$ cat src/rtl/imem_prog_loader_if.sv
// ============================================================================
// Module      : imem_prog_loader_if
// Description : Byte receive channel plus instruction-memory write port.
// Revision    : 1.0 - initial release
// ============================================================================
`default_nettype none

interface imem_prog_loader_if #(
    parameter int ADDR_WIDTH = 8
);
    logic                  rx_valid;
    logic [7:0]            rx_data;
    logic                  rx_ready;
    logic                  imem_we;
    logic [ADDR_WIDTH-1:0] imem_waddr;
    logic [31:0]           imem_wdata;

    modport master (
        output rx_valid,
        output rx_data,
        input  rx_ready,
        input  imem_we,
        input  imem_waddr,
        input  imem_wdata
    );

    modport slave (
        input  rx_valid,
        input  rx_data,
        output rx_ready,
        output imem_we,
        output imem_waddr,
        output imem_wdata
    );
endinterface

`default_nettype wire

$ cat src/rtl/imem_prog_loader.sv
// ============================================================================
// Module      : imem_prog_loader
// Description : Framed byte-stream loader that packs little-endian words into
//               imem and releases the core once the frame checksum matches.
// Revision    : 1.0 - initial release
// ============================================================================
`default_nettype none

module imem_prog_loader #(
    parameter int         ADDR_WIDTH = 8,
    parameter logic [7:0] HDR_BYTE   = 8'hA5
) (
    input  wire logic          clk,
    input  wire logic          rst,
    imem_prog_loader_if.slave  bus,
    output logic               core_rst,
    output logic               load_done,
    output logic               load_err,
    output logic               busy
);

    typedef enum logic [2:0] {
        S_IDLE  = 3'd0,
        S_COUNT = 3'd1,
        S_DATA  = 3'd2,
        S_CHECK = 3'd3,
        S_RUN   = 3'd4
    } state_t;

    state_t                r_state,      w_state_nxt;
    logic                  r_rx_ready;
    logic [7:0]            r_count,      w_count_nxt;
    logic [1:0]            r_byte_idx,   w_byte_idx_nxt;
    logic [23:0]           r_word_buf,   w_word_buf_nxt;
    logic [7:0]            r_xor,        w_xor_nxt;
    logic [ADDR_WIDTH-1:0] r_addr,       w_addr_nxt;
    logic                  r_we,         w_we_nxt;
    logic [ADDR_WIDTH-1:0] r_waddr,      w_waddr_nxt;
    logic [31:0]           r_wdata,      w_wdata_nxt;
    logic                  r_core_rst,   w_core_rst_nxt;
    logic                  r_load_done,  w_load_done_nxt;
    logic                  r_load_err,   w_load_err_nxt;

    logic                  w_fire;
    logic                  w_is_hdr;

    assign w_fire   = bus.rx_valid & r_rx_ready;
    assign w_is_hdr = (bus.rx_data == HDR_BYTE);

    always_ff @(posedge clk or negedge rst) begin
        if (!rst) begin
            r_state     <= S_IDLE;
            r_rx_ready  <= 1'b0;
            r_count     <= 8'd0;
            r_byte_idx  <= 2'd0;
            r_word_buf  <= 24'd0;
            r_xor       <= 8'd0;
            r_addr      <= '0;
            r_we        <= 1'b0;
            r_waddr     <= '0;
            r_wdata     <= 32'd0;
            r_core_rst  <= 1'b1;
            r_load_done <= 1'b0;
            r_load_err  <= 1'b0;
        end else begin
            r_state     <= w_state_nxt;
            r_rx_ready  <= 1'b1;
            r_count     <= w_count_nxt;
            r_byte_idx  <= w_byte_idx_nxt;
            r_word_buf  <= w_word_buf_nxt;
            r_xor       <= w_xor_nxt;
            r_addr      <= w_addr_nxt;
            r_we        <= w_we_nxt;
            r_waddr     <= w_waddr_nxt;
            r_wdata     <= w_wdata_nxt;
            r_core_rst  <= w_core_rst_nxt;
            r_load_done <= w_load_done_nxt;
            r_load_err  <= w_load_err_nxt;
        end
    end

    always_comb begin
        w_state_nxt     = r_state;
        w_count_nxt     = r_count;
        w_byte_idx_nxt  = r_byte_idx;
        w_word_buf_nxt  = r_word_buf;
        w_xor_nxt       = r_xor;
        w_addr_nxt      = r_addr;
        w_we_nxt        = 1'b0;
        w_waddr_nxt     = r_waddr;
        w_wdata_nxt     = r_wdata;
        w_core_rst_nxt  = r_core_rst;
        w_load_done_nxt = 1'b0;
        w_load_err_nxt  = r_load_err;

        case (r_state)
            // A header while running is a reload: hold the core and start over.
            S_IDLE, S_RUN: begin
                if (w_fire && w_is_hdr) begin
                    w_state_nxt    = S_COUNT;
                    w_load_err_nxt = 1'b0;
                    w_xor_nxt      = 8'd0;
                    w_addr_nxt     = '0;
                    w_byte_idx_nxt = 2'd0;
                    w_core_rst_nxt = 1'b1;
                end
            end

            S_COUNT: begin
                if (w_fire) begin
                    w_count_nxt    = bus.rx_data;
                    w_byte_idx_nxt = 2'd0;
                    w_state_nxt    = (bus.rx_data == 8'd0) ? S_CHECK : S_DATA;
                end
            end

            S_DATA: begin
                if (w_fire) begin
                    w_xor_nxt      = r_xor ^ bus.rx_data;
                    w_byte_idx_nxt = r_byte_idx + 2'd1;
                    case (r_byte_idx)
                        2'd0: w_word_buf_nxt[7:0]   = bus.rx_data;
                        2'd1: w_word_buf_nxt[15:8]  = bus.rx_data;
                        2'd2: w_word_buf_nxt[23:16] = bus.rx_data;
                        default: begin
                            w_we_nxt    = 1'b1;
                            w_waddr_nxt = r_addr;
                            w_wdata_nxt = {bus.rx_data, r_word_buf};
                            w_addr_nxt  = r_addr + ADDR_WIDTH'(1);
                            w_count_nxt = r_count - 8'd1;
                            if (r_count == 8'd1) begin
                                w_state_nxt = S_CHECK;
                            end
                        end
                    endcase
                end
            end

            S_CHECK: begin
                if (w_fire) begin
                    if (bus.rx_data == r_xor) begin
                        w_state_nxt     = S_RUN;
                        w_core_rst_nxt  = 1'b0;
                        w_load_done_nxt = 1'b1;
                    end else begin
                        w_state_nxt    = S_IDLE;
                        w_load_err_nxt = 1'b1;
                    end
                end
            end

            default: begin
                w_state_nxt = S_IDLE;
            end
        endcase
    end

    assign bus.rx_ready   = r_rx_ready;
    assign bus.imem_we    = r_we;
    assign bus.imem_waddr = r_waddr;
    assign bus.imem_wdata = r_wdata;
    assign core_rst       = r_core_rst;
    assign load_done      = r_load_done;
    assign load_err       = r_load_err;
    assign busy           = (r_state == S_COUNT) || (r_state == S_DATA) || (r_state == S_CHECK);

endmodule

`default_nettype wire

$ cat src/flat_wrapper.sv
// flat-port wrapper written by rule: the top's interface ports become plain ports
module imem_prog_loader_flat 
#(
    parameter int         ADDR_WIDTH = 8,
    parameter logic [7:0] HDR_BYTE   = 8'hA5
)
  (clk, rst, core_rst, load_done, load_err, busy, bus_rx_valid, bus_rx_data, bus_rx_ready, bus_imem_we, bus_imem_waddr, bus_imem_wdata);
  imem_prog_loader_if #(.ADDR_WIDTH(ADDR_WIDTH)) bus_i ();
  input  wire logic clk;
  input  wire logic rst;
  output logic core_rst;
  output logic load_done;
  output logic load_err;
  output logic busy;
  input wire logic [$bits(bus_i.rx_valid)-1:0] bus_rx_valid;
  input wire logic [$bits(bus_i.rx_data)-1:0] bus_rx_data;
  output wire logic [$bits(bus_i.rx_ready)-1:0] bus_rx_ready;
  output wire logic [$bits(bus_i.imem_we)-1:0] bus_imem_we;
  output wire logic [$bits(bus_i.imem_waddr)-1:0] bus_imem_waddr;
  output wire logic [$bits(bus_i.imem_wdata)-1:0] bus_imem_wdata;
  assign bus_i.rx_valid = bus_rx_valid;
  assign bus_i.rx_data = bus_rx_data;
  assign bus_rx_ready = bus_i.rx_ready;
  assign bus_imem_we = bus_i.imem_we;
  assign bus_imem_waddr = bus_i.imem_waddr;
  assign bus_imem_wdata = bus_i.imem_wdata;
  imem_prog_loader #(.ADDR_WIDTH(ADDR_WIDTH), .HDR_BYTE(HDR_BYTE)) u_core (.clk(clk), .rst(rst), .bus(bus_i), .core_rst(core_rst), .load_done(load_done), .load_err(load_err), .busy(busy));
endmodule
$ cat config.mk
export PLATFORM = sky130hd
export DESIGN_NAME = imem_prog_loader_flat
export DESIGN_NICKNAME = d
export VERILOG_FILES = /design/src/rtl/imem_prog_loader_if.sv /design/src/rtl/imem_prog_loader.sv /design/src/flat_wrapper.sv
export SDC_FILE = /design/constraint.sdc
export NUM_CORES = 1
export LEC_CHECK = 0
export ABC_AREA = 0
export ABC_CLOCK_PERIOD_IN_PS = 1980
export CAP_MARGIN = 0
export CORE_MARGIN = 2
export CORE_UTILIZATION = 40
export DETAILED_ROUTE_END_ITERATION = 16
export GPL_ROUTABILITY_DRIVEN = 0
export GPL_TIMING_DRIVEN = 0
export MAX_ROUTING_LAYER = met4
export SLEW_MARGIN = 20
export SYNTH_ARGS = -nofsm -noshare
export SYNTH_HDL_FRONTEND = slang
export SYNTH_SLANG_ARGS = --single-unit
$ cat constraint.sdc
create_clock -name clk -period 1.98 [get_ports clk]
set_input_delay 0.396 -clock clk [delete_from_list [all_inputs] [get_ports clk]]
set_output_delay 0.396 -clock clk [all_outputs]
set_load 0.01 [all_outputs]
==> flow_summary_export.csv, run 1 <==
group,metric,value,unit
run_status,status,"complete, no violations",
timing,relSlewSlack,66.35,%
setup_path,r2r_cells,6,
route,drt_iter0_drc,209,
timing,skew,5.866,ps
floorplan,io_pins,57,
layout,layout_commonest_cell,"nand2_1",
setup_path,arrival,2110,ps
route,wl_met2,4852,um
global_route,overflow,0,
setup_path,crit_path_start,"u_core.r_byte_idx[0]$_DFFE_PN0P_",
yosys,synth_compound_area_share,8.197,%
min_path,worstHoldPathType,"input pin to register",
timing,tightestPinTransition,500.2,ps
global_route,grt_max_degree,80,
setup_path,critPathKind,"register to register",
floorplan,die_h,110.1,um
yosys,syn-instance-count,435,
power,p_per_area,759.3,nW/um^2
clock_tree,path_clk_slew,70,ps
clock_tree,cts_buffer_depth,2,
yosys,synthAdderAreaFrac,1.945,%
setup_path,critPathRequiredTime,2240,ps
route,ant_nets,0,
layout,most-common-layout-cells,"nand2_1, dfrtp_1, clkdlybuf4s50_1, mux2_2",
floorplan,dieWidth,110.1,um
timing,grt_setup_unrepaired,"no",
timing,max_freq,0.5394,GHz
route,drc_errors,0,
placed_design,io_buffers,48,
placed_design,dpl.hpwl,6643,um
route,drtPass1Iterations,4,
layout,syn2layout_area_growth,24.40,%
yosys,syn_area_per_cell,10.35,sq um
min_path,holdPathStages,3,
setup_path,timing.rr.start,"u_core.r_byte_idx[0]$_DFFE_PN0P_",
setup_path,critPathLaunchType,"register",
timing,setup_viol,0,
timing,finalHoldViolations,0,
flow_run,max-cap-violations,0,
yosys,synth_area,4503,sq um
yosys,synth-seq-cells,98,
setup_path,r2r_setup_slack,130,ps
yosys,yosysWarnings,0,
route,viasPerCell,5.096,
clock_tree,root_buffer,"clkbuf_16",
yosys,synth_fp_nets,453,
clock_tree,clock-sinks,98,
yosys,synth_cell_types,52,
route,totalWireLength,9992,um
power,ir_drop,0.4149,mV
placed_design,place_ws,-596.2,ps
timing,layout_setup_ws,126.1,ps
timing,report.final.slew_viol_count,0,
global_route,grt_antenna_before_repair,0,
yosys,seq_area_frac_synth,54.49,%
route,routedWlPerCell,15.47,um
power,power,0.004253,W
setup_path,path_max_fanout,10,
clock_tree,clk-insertion-delay-late,340,ps
timing,period_minus_slack,1854,ps
global_route,grt_pass1_wl,16530,um
global_route,grt_pass1_vias,3282,
route,vias,3292,
route,met1Wirelength,4663,um
layout,n_antenna_cell,0,
yosys,synth_top_family_by_area,"simple AND/OR/NAND/NOR gates",
clock_tree,cts_buffers,9,
yosys,synth_edf_count,0,
power,power_leakage,2.842,nW
layout,drive_above_1_share,17.59,%
floorplan,rows,38,
floorplan,dieArea,12120,sq um
yosys,synthMuxAreaShare,8.002,%
floorplan,start_util,41.18,%
clock_tree,htreeDepth,3,
setup_path,crit_path_end_kind,"register",
timing,fin_crit_sh,93.63,%
yosys,ys.flop_type,"dfrtp_1",
route,maxUsedRoutingLayer,"met4",
route,route.met3.wl,329,um
floorplan,core-area,10940,sq um
layout,nNetsFinal,519,
yosys,synthArstFlopShare,100.0,%
global_route,grt_usage,18.41,%
yosys,synthXorXnorAreaFrac,2.139,%
clock_tree,cts_tree,"done",
yosys,synth_simple_gate_area_share,20.09,%
min_path,worstHoldStart,"bus_rx_data[1]",
cells in the mapped netlist (3+ instances only):
master	instances	share of area, %
mux2_2	24	6.0
nand4_1	8	1.1
nand2_1	130	11
clkbuf_8	3	0.92
o31ai_1	3	0.50
or4_1	3	0.50
nor4_1	3	0.42
nor3_1	6	0.67
inv_1	9	0.75
buf_1	4	0.33
xor2_1	9	1.8
a21oi_1	12	1.3
buf_6	7	1.8
o21a_1	4	0.67
nor2_1	10	0.83
mux2i_1	9	2.0
clkbuf_1	9	0.75
o21ai_0	12	1.3
or3_1	3	0.42
a21o_1	9	1.5
nor3b_1	8	1.3
ha_1	7	1.9
dfrtp_1	97	54
nand3_1	7	0.78
layer usage:
metal / vias to the layer above / global-route usage [%]
li1: 1596 / -
met5: - / -
met1: 1628 / 24.23
met3: 12 / 2.646
met2: 56 / 29.27
met4: 0 / 6.429
where the power goes:
| group | internal, W | leakage, nW | switching, W | total [W] |
|---|---|---|---|---|
| sequential | 0.00207 | 1.34 | 0.0000692 | 0.00214 |
| combinational | 0.000164 | 1.35 | 0.000222 | 0.000386 |
| clock | 0.00101 | 0.149 | 0.000721 | 0.00173 |
| total | 0.00324 | 2.84 | 0.00101 | 0.00425 |
worst max-delay path, cell delays in order (launching register included):
cell and delay, ps:
dfrtp_1 420, ha_2 310, nand3b_1 150, a211oi_4 390, clkbuf_2 290, nand3_1 100
o211ai_1 100
cell type report:
cell class	count	area, sq um
timing repair buffer	57	570.5
tap	140	175.2
clock buffer	11	242.7
multi-input combinational	301	1873
sequential	98	2455
buffer	25	197.7
inverter	9	33.78
fill	1058	5334
clock inverter	5	53.80
through the flow:
stage	hold slack (ps)	setup TNS (ps)	instances	util (%)	instance area (sq um)
6_report	320.6	0	646	51.22	5602
5_1_grt	321.9	0	646	51.22	5602
4_1_cts	309.0	0	645	50.93	5569
3_5_place_dp	251.6	-25520	624	47.47	5191
3_3_place_gp	443.2	-334170	623	47.21	5162
2_1_floorplan	100.4	-64.96	435	-	4507
worst paths after layout:
check,endpoint
setup / recovery,u_core.r_count[0]$_DFFE_PN0P_
hold / removal,u_core.bus.imem_wdata[25]$_DFFE_PN0P_
setup reg to reg,u_core.r_count[0]$_DFFE_PN0P_
hold reg to reg,u_core.bus.imem_wdata[15]$_DFFE_PN0P_
max in group asynchronous,u_core.core_rst$_DFFE_PN1P_
min in group asynchronous,u_core.bus.imem_wdata[11]$_DFFE_PN0P_
sequential cells by signal (all words and copies together), names as in the netlist:
register and count:
u_core.r_state 3, u_core.load_err 1, u_core.bus.imem_waddr 8, u_core.bus.imem_wdata 32
u_core.core_rst 1, u_core.r_xor 8, u_core.r_count 8, u_core.r_addr 8
u_core.bus.rx_ready 1, u_core.r_word_buf 24, u_core.load_done 1, u_core.bus.imem_we 1
u_core.r_byte_idx 2
kinds of logic after synthesis:
group           after synthesis
compound gates               55
xor+xnor                     11
fa+ha+maj                     7
buf+inv                      36
flops                        98
mux                          33
other cells                   1
simple gates                194
repair_timing:
item / CTS / global route
pin swaps: 2 / 1
hold buffers: 1 / 0
resized for setup: 14 / 7
endpoints found under the hold margin: 19 / 0
setup buffers: 6 / 1
setup endpoints to repair: 77 / 34
cloned: 0 / 0
(Power assumes the default switching activity.)
==> run 2, diff against run 1 <==
ABC_AREA = default   (was 0)
PLACE_DENSITY = 0.61   (was default)
==> run 2 against run 1 <==
Effect of this change: the run now ends with hold timing left; combinational power up 8.0%; total power up 2.8%; clock skew about the same; critical path depth down 1; worst hold slack worse by 340 ps; die area unchanged; global-route usage down 0.19 points; via count up 2.3%; critical path type unchanged; largest cell class unchanged; largest power group unchanged.
==> flow_summary_export.csv, run 2 (same netlist as run 1, synthesis figures left out) <==
group,metric,value,unit
setup_path,cpMaxStageDelayCell,"or3b_1",
setup_path,arrival,2150,ps
run_status,status,"complete, but fails checks",
setup_path,critPathRequiredTime,2200,ps
timing,fin_hold_ws,-16.66,ps
layout,n_antenna_cell,0,
timing,tightestPinTransition,530.6,ps
layout,largest_reg_flops,32,
clock_tree,root_buffer,"clkbuf_16",
layout,fill_cells,1031,
power,p_per_area,777.6,nW/um^2
clock_tree,cts_tree,"done",
placed_design,dpl.hpwl,6684,um
timing,setup_tns,0,ps
clock_tree,path_clk_slew,60,ps
timing,fin_crit_sh,97.69,%
floorplan,dieArea,12120,sq um
route,totalWireLength,9915,um
placed_design,place_ws,-698.1,ps
global_route,grt_max_degree,54,
placed_design,io_buffers,48,
global_route,grt_usage,18.22,%
layout,layout_commonest_cell,"nand2_1",
global_route,grt_antenna_before_repair,0,
flow_run,max-cap-violations,0,
power,power_leakage,2.855,nW
layout,drive_above_1_share,17.03,%
power,ir_drop,0.3592,mV
clock_tree,cts_buffers,9,
timing,relSlewSlack,64.30,%
setup_path,critPathKind,"register to register",
setup_path,crit_path_end_kind,"register",
global_route,grt_pass1_vias,3325,
setup_path,r2r_cells,5,
timing,finalHoldViolations,12,
floorplan,rows,38,
route,vias,3367,
floorplan,dieWidth,110.1,um
timing,layout_setup_ws,45.79,ps
clock_tree,clock-sinks,98,
setup_path,path_cells,"buf_12 > or3b_1 > nor2_2 > nand2_2 > mux2_2",
clock_tree,htreeDepth,3,
route,drc_errors,0,
timing,setup_viol,0,
clock_tree,clk-insertion-delay-late,340,ps
route,routedWlPerCell,15.37,um
timing,grt_setup_unrepaired,"yes",
min_path,worstHoldPathType,"input pin to asynchronous set/reset pin",
route,viasPerCell,5.220,
setup_path,path_max_fanout,8,
global_route,overflow,0,
layout,nNetsFinal,520,
layout,multi_input_area,1862,sq um
route,drt_iter0_drc,195,
floorplan,core-area,10940,sq um
setup_path,cp_slowest_stage_delay,450,ps
floorplan,start_util,41.18,%
route,drtPass1Iterations,4,
layout,seqCellArea,2455,sq um
layout,most-common-layout-cells,"nand2_1, dfrtp_1, clkdlybuf4s50_1, mux2_2",
setup_path,critPathLaunchType,"register",
timing,period_minus_slack,1934,ps
floorplan,die_h,110.1,um
global_route,grt_pass1_wl,16430,um
clock_tree,cts_buffer_depth,2,
layout,syn2layout_area_growth,24.84,%
timing,skew,6.331,ps
timing,max_freq,0.5170,GHz
run_status,failed_checks,"hold timing",
floorplan,io_pins,57,
timing,report.final.slew_viol_count,0,
route,ant_nets,0,
==> run 2: changes by cell type in the layout (fill, tap and decap cells not counted), sizes merged <==
cell / change
buf: +2
clkinv: -3
bufinv: +1
dlygate4sd3: -1
==> run 2: worst max-delay path: cells and delay by family (launching register included) <==
family        cells  cell delay [ps]
buf+inv           1              140
mux               1              320
flops             1              430
simple gates      3              930
==> run 2: what timing repair did <==
item	CTS	global route
endpoints found under the hold margin	0	0
hold buffers	0	0
buffers inserted	4	4
pin swaps	1	2
setup endpoints to repair	75	74
resized for setup	16	4
==> run 2: final timing paths <==
| check | from | end | slack, ps |
|---|---|---|---|
| worst max-delay path | u_core.r_state[2]$_DFFE_PN0P_ | u_core.r_word_buf[21]$_DFFE_PN0P_ | 50 |
| worst min-delay path | rst | u_core.bus.imem_wdata[10]$_DFFE_PN0P_ | -20 |
| worst max register to register | u_core.r_state[2]$_DFFE_PN0P_ | u_core.r_word_buf[21]$_DFFE_PN0P_ | 50 |
| worst min register to register | u_core.r_word_buf[11]$_DFFE_PN0P_ | u_core.bus.imem_wdata[11]$_DFFE_PN0P_ | 470 |
| max in group asynchronous | rst | u_core.core_rst$_DFFE_PN1P_ | 1330 |
| min in group clk | bus_rx_data[1] | u_core.bus.imem_wdata[25]$_DFFE_PN0P_ | 320 |
==> run 2: area by class of cell <==
class / instances / share of cell area (%)
repair buffers: 57 / 10.33
flip-flops and latches: 98 / 43.67
clock inverters: 3 / 1.157
plain buffers: 26 / 3.695
inverters: 9 / 0.6009
multi-input cells: 301 / 33.12
well taps: 140 / 3.116
clock buffers: 11 / 4.318
==> run 2: power breakdown <==
part           switching [W]  leakage, nW  internal (W)  total [W]
clock               0.000700        0.151       0.00113    0.00183
combinational       0.000232         1.36      0.000185   0.000417
sequential         0.0000615         1.34       0.00207    0.00213
total               0.000994         2.85       0.00338    0.00437
==> run 2: stage by stage <==
step                      util, %  power (W)  std cells  instance area, sq um
final                       51.41   0.004371        645                  5622
after global routing        51.41   0.004556        645                  5622
after CTS                   50.98   0.004416        641                  5575
after detailed placement    47.47   0.002512        624                  5191
after global placement      47.21   0.002489        623                  5162
after floorplan                 -   0.002372        435                  4507
==> run 2: layer usage <==
metal  up-vias  global-route usage, %  part of all wire [%]  wire (um)
met4         0                  7.589                   1.9        191
met2        64                  28.66                    48       4804
met3        17                  2.704                   3.1        310
met1      1684                  23.70                    46       4609
met5         -                      -                     0          0
li1       1602                      -                     -          -
==> run 3, diff against run 2 <==
CAP_MARGIN = default   (was 0)
==> results of run 3 <==
The final DEF is identical to that of run 2; final timing and power are the same.
